$ cat config.mk
export PLATFORM = sky130hd
export DESIGN_NAME = simmem_bank_timer
export DESIGN_NICKNAME = d
export VERILOG_FILES = /design/src/rtl/simmem_bank_timer.sv
export SDC_FILE = /design/constraint.sdc
export NUM_CORES = 1
export LEC_CHECK = 0
export CAP_MARGIN = 15
export CORE_UTILIZATION = 29
export CTS_CLUSTER_SIZE = 8
export DETAILED_ROUTE_END_ITERATION = 10
export PLACE_DENSITY = 0.43
export SLEW_MARGIN = 5
export SYNTH_ARGS = -nofsm -noshare
export SYNTH_HDL_FRONTEND = slang
export SYNTH_SLANG_ARGS = --single-unit
$ cat constraint.sdc
create_clock -name clk_i -period 3.5 [get_ports clk_i]
set_clock_uncertainty 0.15 [all_clocks]
set_input_delay 0.35 -clock clk_i [delete_from_list [all_inputs] [get_ports clk_i]]
set_output_delay 0.35 -clock clk_i [all_outputs]
set_load 0.1 [all_outputs]
$ cat src/rtl/simmem_bank_timer.sv
// simmem_bank_timer: per-bank row-buffer latency timer with fixed-priority completion (define SIMMEM_AUTO_PRECHARGE_EN for closed-page policy)
package simmem_pkg;
  localparam int GlobalMemCapaW = 19;
  localparam int RowBufLenW = 10;
  localparam int RowHitCost = 4;
  localparam int PrechargeCost = 2;
  localparam int ActivationCost = 1;
  localparam int WRspBankAddrW = 4;
endpackage

module simmem_bank_timer #(
  parameter int NumBanks = 4,
  parameter int AddrW = simmem_pkg::GlobalMemCapaW,
  parameter int RowBufLenW = simmem_pkg::RowBufLenW,
  parameter int HitCost = simmem_pkg::RowHitCost,
  parameter int PrechCost = simmem_pkg::PrechargeCost,
  parameter int ActCost = simmem_pkg::ActivationCost,
  parameter int IidW = simmem_pkg::WRspBankAddrW,
  localparam int BankW = $clog2(NumBanks),
  localparam int DelayW = $clog2(HitCost + PrechCost + ActCost + 1)
) (
  input  logic              clk_i,
  input  logic              rst_i,
  input  logic              req_valid_i,
  output logic              req_ready_o,
  input  logic [AddrW-1:0]  req_addr_i,
  input  logic [IidW-1:0]   req_iid_i,
  output logic              rsp_valid_o,
  input  logic              rsp_ready_i,
  output logic [IidW-1:0]   rsp_iid_o,
  output logic [DelayW-1:0] rsp_delay_o,
  output logic              rsp_hit_o
);
  localparam int RowW = AddrW - RowBufLenW - BankW;
  localparam logic [DelayW-1:0] HitD = DelayW'(HitCost);
  localparam logic [DelayW-1:0] ActD = DelayW'(ActCost);
  localparam logic [DelayW-1:0] PrechD = DelayW'(PrechCost);
  typedef enum logic [1:0] {IDLE, BUSY, DONE} state_e;
  state_e state_q [NumBanks];
  state_e state_d [NumBanks];
  logic [NumBanks-1:0] row_open_q, hit_q;
  logic [RowW-1:0] open_row_q [NumBanks];
  logic [IidW-1:0] iid_q [NumBanks];
  logic [DelayW-1:0] delay_q [NumBanks];
  logic [DelayW-1:0] cnt_q [NumBanks];
  logic [BankW-1:0] req_bank, lowest, sel, sel_q;
  logic [RowW-1:0] req_row;
  logic [DelayW-1:0] req_delay;
  logic accept, hit, any_done, locked_q, rsp_hs, unused_offset;
  assign unused_offset = ^req_addr_i[RowBufLenW-1:0];
  assign req_bank = req_addr_i[RowBufLenW +: BankW];
  assign req_row = req_addr_i[AddrW-1 -: RowW];
  assign req_ready_o = state_q[req_bank] == IDLE;
  assign accept = req_valid_i && req_ready_o;
  assign hit = row_open_q[req_bank] && open_row_q[req_bank] == req_row;
  assign req_delay = hit ? HitD : !row_open_q[req_bank] ? ActD + HitD : PrechD + ActD + HitD;
  always_comb begin
    any_done = 1'b0;
    lowest = '0;
    for (int i = NumBanks - 1; i >= 0; i--) begin
      any_done = any_done || state_q[i] == DONE;
      lowest = state_q[i] == DONE ? BankW'(i) : lowest;
    end
  end
  assign sel = locked_q ? sel_q : lowest;
  assign rsp_valid_o = any_done;
  assign rsp_hs = rsp_valid_o && rsp_ready_i;
  assign rsp_iid_o = rsp_valid_o ? iid_q[sel] : '0;
  assign rsp_delay_o = rsp_valid_o ? delay_q[sel] : '0;
  assign rsp_hit_o = rsp_valid_o && hit_q[sel];
  always_comb begin
    for (int i = 0; i < NumBanks; i++) begin
      state_d[i] = state_q[i];
      if (state_q[i] == IDLE && accept && req_bank == BankW'(i))
        state_d[i] = req_delay == DelayW'(1) ? DONE : BUSY;
      else if (state_q[i] == BUSY && cnt_q[i] == DelayW'(1))
        state_d[i] = DONE;
      else if (state_q[i] == DONE && rsp_hs && sel == BankW'(i))
        state_d[i] = IDLE;
    end
  end
  always_ff @(posedge clk_i) begin
    if (rst_i) begin
      for (int i = 0; i < NumBanks; i++) state_q[i] <= IDLE;
      row_open_q <= '0;
      locked_q <= 1'b0;
    end else begin
      state_q <= state_d;
      locked_q <= rsp_valid_o && !rsp_ready_i;
      sel_q <= sel;
      for (int i = 0; i < NumBanks; i++) begin
        if (state_q[i] == BUSY) cnt_q[i] <= cnt_q[i] - DelayW'(1);
        if (accept && req_bank == BankW'(i)) begin
          cnt_q[i] <= req_delay - DelayW'(1);
          delay_q[i] <= req_delay;
          hit_q[i] <= hit;
          iid_q[i] <= req_iid_i;
          row_open_q[i] <= 1'b1;
          open_row_q[i] <= req_row;
        end
      end
`ifdef SIMMEM_AUTO_PRECHARGE_EN
      if (rsp_hs) row_open_q[sel] <= 1'b0;
`endif
    end
  end
endmodule
---- Word level (Yosys, flattened, before mapping) ----
Memory sizes are Yosys's and may differ from the RTL's.
Index checks and enable logic that the tools add are counted.
word-level totals
  bits in registers ....................... 19
  memory bits (writable) .................. 64
  input port bits ......................... 27
  output and inout port bits .............. 10
  logic and storage cells ................. 193
  memories ................................ 4
cells by class
  add/subtract/negate cells ............... 5
  order comparisons ....................... 3
  equality and inequality tests ........... 20
  mux-type cells .......................... 84
  bitwise logic cells ..................... 6
  reduce and logical (&&, ||, !) cells .... 57
memory list
  name        depth  bits a word  read ports  clocked after Yosys merged registers in  wr ports  line  source
  open_row_q  4      7            1           0                                        1         42    logic [RowW-1:0] open_row_q [NumBanks];
  iid_q       4      4            1           0                                        1         43    logic [IidW-1:0] iid_q [NumBanks];
  cnt_q       4      3            4           0                                        4         45    logic [DelayW-1:0] cnt_q [NumBanks];
  delay_q     4      2            1           0                                        1         44    logic [DelayW-1:0] delay_q [NumBanks];
operators by type and width
  cell                                                                          count
  2-bit two-way mux                                                             34
  1-bit two-way mux                                                             35
  1-bit logical AND                                                             29
  7-bit two-way mux                                                             3
  7-bit OR reduction                                                            3
  2-bit == test, second input constant                                          8
  4-bit two-way mux                                                             4
  3-bit by 1-bit == test with 1-bit output, second input constant               5
  3-bit two-way mux                                                             5
  3-bit by 1-bit subtractor with 3-bit output, second input constant            5
  2-bit logical NOT                                                             7
  2-bit by 1-bit == test with 1-bit output, second input constant               6
  3-bit nonzero test                                                            4
  4-bit OR reduction                                                            3
  2-bit AND reduction                                                           4
  7-bit == test                                                                 1
  2-bit by 3-bit less-than comparator with 1-bit output, second input constant  2
  2-bit OR reduction                                                            3
  1-bit binary-select mux with 2-bit select                                     2
  2-bit binary-select mux with 2-bit select                                     1
  1-bit bitwise OR                                                              4
  3-bit >= comparator, second input constant                                    1
  1-bit logical OR                                                              3
  2-bit inverter with 3-bit output                                              1
  2 further kinds                                                               2

---- Logic depth before layout (Yosys ltp) ----
Gate-level depths: netlist (run 1).
  depth after elaboration ................. 14
  gate-level depth with buffers ........... 7
  gate-level depth less buffers ........... 6

---- Worst setup path before layout (run 1) ----
OpenSTA, ideal clock, no wires.
  path kind ............................... input -> output
  from .................................... input port req_addr_i[11]
  to ...................................... output port req_ready_o
  data arrival time ....................... 2.538 ns
  required time ........................... 3.000 ns
  path slack .............................. 0.462 ns
  stages .................................. 5
  buffers on the path ..................... 2
  path through ............................ buf_4 buf_2 nor3_1 nor3_1 a21oi_1
on the way
  cells in the longest elaborated chain, start to end .. 5
RTL lines
  what                                                    line  source
  from (decl)                                             26    input logic [AddrW-1:0] req_addr_i,
  2-bit inverter with 3-bit output (implied by the code)  53    assign req_ready_o = state_q[req_bank] == IDLE;
  2-bit binary-select mux with 2-bit select               53
  2-bit two-way mux (implied by the code) (2 in a row)    53
  2-bit logical NOT                                       53
  to (decl)                                               25    output logic req_ready_o,
No other way between the ends. The select of a mux whose other input is x is not followed.

---- Final worst setup path (run 1) ----
  from .................................... register state_q[4] (netlist bit)
  to ...................................... output port rsp_iid_o[0]
on the way
  cells in the longest elaborated chain, start to end .. 6
  elaborated cells on any way between the ends .. 8
  classes of those cells .................. eq/ne: 1; mux: 4; reduce/logical: 2; memory: 1
RTL lines
  what                            line    source
  from (decl)                     39      state_e state_q [NumBanks];
  from (signal assigned)          88      state_q <= state_d;
  2-bit == test *                 61, 62
  2-bit two-way mux (2 in a row)  62      lowest = state_q[i] == DONE ? BankW'(i) : lowest;
  2-bit two-way mux               65      assign sel = locked_q ? sel_q : lowest;
  memory read 4 x 4 bit           --
  4-bit two-way mux *             68      assign rsp_iid_o = rsp_valid_o ? iid_q[sel] : '0;
  to (decl)                       30      output logic [IidW-1:0] rsp_iid_o,
Mark *: on every way between the ends. The rest lies on a longest branch, timed or not.

==> summary.txt, run 1 <==
Placed design
  – Placed cell area: 4257 µm²
  – Pre-CTS setup slack: roughly 340 ps
  – Routability congestion estimate: 0.7142
  – Port Buffers: 26
  – Final HPWL DP: around 5300 µm

Detailed routing
  – Iter 0 DRT Violations: 63
  – Drt pass-1 iters: 4
  – Number of vias per cell: about 4.6
  – Avg WL per Cell: around 16 µm
  – Via count: 2,211
  – Detailed Route WL: roughly 7600 µm
  – Final ANT Viol Nets: 0
  – DRC viols: 0

Clocking
  – Post-CTS Setup Bufs: 0
  – Hold-fix buffers at CTS: 0
  – TritonCTS clock tree: yes
  – CTS Sinks: slightly above 80
  – Htree depth: 3
  – Cts bufs inserted: 9
  – Reg clk slew, reported paths: 70 ps
  – Post-CTS sizing: 0
  – CTS max path bufs: 2
  – Clk Latency, worst-skew pair: around 330 ps
  – Root Buffer: clkbuf_16

Worst setup path
  – Delay-heaviest family, CP: simple AND/OR/NAND/NOR gates
  – Worst Path Max Fanout: 11
  – Slowest CP cell: a2111oi_0
  – R2R Path Start: open_row_q[1][0]
  – Startpoint type of the worst setup path: register
  – CP arrival: between 2000 and 2500 ps
  – Register-to-register setup slack: between 1000 and 1500 ps
  – CP required: 3000 ps
  – Critical-path cell list: and2b_1 -> a2111oi_0 -> or2_2 -> mux4_2 -> and2_1 -> buf_4
  – R2R depth: 4
  – Crit path buffers/inverters: 1
  – Critical path class: reg2out
  – RR Endpoint: delay_q[1][1]
  – Critical Path Max Stage Delay: 410 ps
  – CP Capture Type: output port

Timing
  – RSZ-0062 raised after global routing: false
  – Final Critical Period: 2984 ps
  – Final setup vio count: 0
  – Final Hold Fails: 0
  – Worst slew pin tran: ~440 ps
  – Slew HR: about 70%
  – Fin worst setup slack: approximately 520 ps
  – Period utilization: between 80% and 90%
  – Fmax: approximately 340 MHz
  – Setup TNS: 0 ps
  – Count of pins over their slew limit: 0

Layout
  – Layout cell share with drive strength beyond 1: 18.24%
  – Ant. Diodes: 0
  – Total Nets Final: 337
  – Layout Utilization: a little over a third
  – Commonest non-fill, non-tap cell in the layout: edfxtp_1
  – Post-route cell area: about 4600 µm²
  – Layout area overhead: 21.40%
  – Most frequent cells in the layout: 70 x edfxtp_1, 22 x buf_4, 17 x inv_1

GRT
  – Initial antenna violation count: 0
  – Grt ovf: 0
  – First-pass GRT wire length: ~12,000 µm
  – Overall Global Routing Usage: 12.24%
  – Vias in the first global route: about 2.2k
  – Largest net degree at the start of global routing: 19

Floorplanning
  – IO Pins: 37
  – Die area: 13,400 µm²
  – Die Ht: 115.8 µm
  – Rows: between 40 and 50
  – Core area: about 13,000 µm²
  – Initial Utilization: 29.74%
  – Die X: 115.8 µm

Synth
  – Post-synth EDFFs: 70
  – Avg Cell Area, Syn: between 10 and 15 µm²
  – Synth Cell Area: approximately 3800 µm²
  – Ys async rst share: 0%
  – Yosys cell types: between 40 and 50
  – Synth warnings: 0
  – Post-synth top flop: edfxtp_1
  – Net count after synthesis: ~300
  – Synth Register Bits: 83
  – Sequential cell area fraction in the yosys report: 62.93%
  – Cells after synthesis: 260

Job
  – Max-capacitance violation count: 0

Run status
  – Outcome: complete, no violations

Pwr
  – VDD IR max: 0.0002339 V
  – P per Cell Area: 487.4 nW/µm²
  – Power Total: 2221 µW
  – Pleak: 0.001639 µW

Worst hold path
  – Hold Crit Start: row_open_q[2]
  – Worst hold-check path type: reg2reg
  – Worst Hold Depth: 1
  – Worst hold path endpoint: row_open_q[2]
[area by class of cell]
cell class / instances / area [µm²]
Multi-Input combinational cell: 152 / 1270
Sequential cell: 83 / 2362
Fill cell: 1252 / 8063
Clock buffer: 9 / 225.2
Tap cell: 172 / 215.2
Inverter: 17 / 63.81
Timing Repair Buffer: 39 / 345.3
Clock inverter: 7 / 75.07
[Yosys cell counts (3+ instances only)]
cell | number | area [µm²]
xnor2_1 | 4 | 35.03
a21oi_1 | 14 | 70.07
mux4_2 | 9 | 202.7
and2_1 | 8 | 50.05
dfxtp_1 | 13 | 260.3
nand2_1 | 6 | 22.52
nor3_1 | 5 | 25.02
xor2_1 | 9 | 78.83
o21a_1 | 4 | 30.03
buf_4 | 3 | 22.52
mux4_1 | 4 | 105.1
a21o_1 | 6 | 45.04
nand3_1 | 3 | 15.01
inv_1 | 17 | 63.81
nor2_1 | 10 | 37.54
mux2i_1 | 4 | 40.04
nand2b_1 | 11 | 68.82
edfxtp_1 | 70 | 2102
ha_1 | 8 | 100.1
o21ai_0 | 11 | 55.05
[sequential cells by signal (all words and copies together) (netlist names)]
signal and flops:
open_row_q 28, locked_q 1, cnt_q 12, state_q 8, iid_q 16, delay_q 8
sel_q 2, hit_q 4, row_open_q 4
[worst max path at each step]
stage                        start  cells past startpoint  slack (ps)             end
floorplan           req_addr_i[11]                      5         460     req_ready_o
global placement    req_addr_i[10]                      5         410   delay_q[3][1]
detailed placement  req_addr_i[10]                      5         340   delay_q[3][1]
CTS                     state_q[4]                      6         480    rsp_iid_o[0]
global route            state_q[4]                      6         300  rsp_delay_o[1]
finish                  state_q[4]                      6         520    rsp_iid_o[0]
[metrics by stage]
| step | instances | hold slack [ps] |
|---|---|---|
| final | 479 | 293.9 |
| after CTS | 479 | 300.6 |
| after detailed placement | 463 | 285.3 |
| after global routing | 479 | 322.5 |
| after floorplan | 260 | 269.1 |
| after global placement | 463 | 280.3 |
[logic make-up (layout without fill, tap and decap cells)]
| group | count (synthesis) | count (layout) | share of synthesized area, % |
|---|---|---|---|
| AO/OA/AOI/OAI | 50 | 50 | 8.700 |
| adder cells (fa/ha/maj) | 8 | 8 | 2.667 |
| flip-flops | 83 | 83 | 62.93 |
| XOR/XNOR | 13 | 13 | 3.033 |
| buffers and inverters | 25 | 72 | 3.233 |
| multiplexers | 17 | 17 | 9.267 |
| AND/OR/NAND/NOR | 64 | 64 | 10.17 |
[worst register-to-register path: stages (launching register included)]
cell and delay, ps:
edfxtp_1 350, mux4_1 520, xor2_1 400, nor3_1 170
a21boi_0 420
[metal layers]
layer | up-vias | global-route usage [%] | part of all wire (%)
met4 | 0 | 4.615 | 1.4
met5 | - | 0 | 0
met1 | 1113 | 15.89 | 47
met2 | 20 | 19.96 | 49
met3 | 8 | 2.772 | 2.5
li1 | 1070 | - | -
[power by group]
group,leakage (µW),switching [µW],internal [µW]
Sequential,0.000740,8.53,1090
Clock,0.000138,396,556
Combinational,0.000760,101,66.7
Total,0.00164,505,1720
Note: power is estimated with default switching activity, not from simulation.
==> run 2, diff against run 1 <==
- SLEW_MARGIN: 5 -> 20
==> results of run 2 <==
The final DEF is identical to that of run 1; final timing and power are the same.
==> run 3, diff against run 2 <==
- SKIP_LAST_GASP: not set -> 1
==> results of run 3 <==
The final DEF is identical to that of run 1; final timing and power are the same.
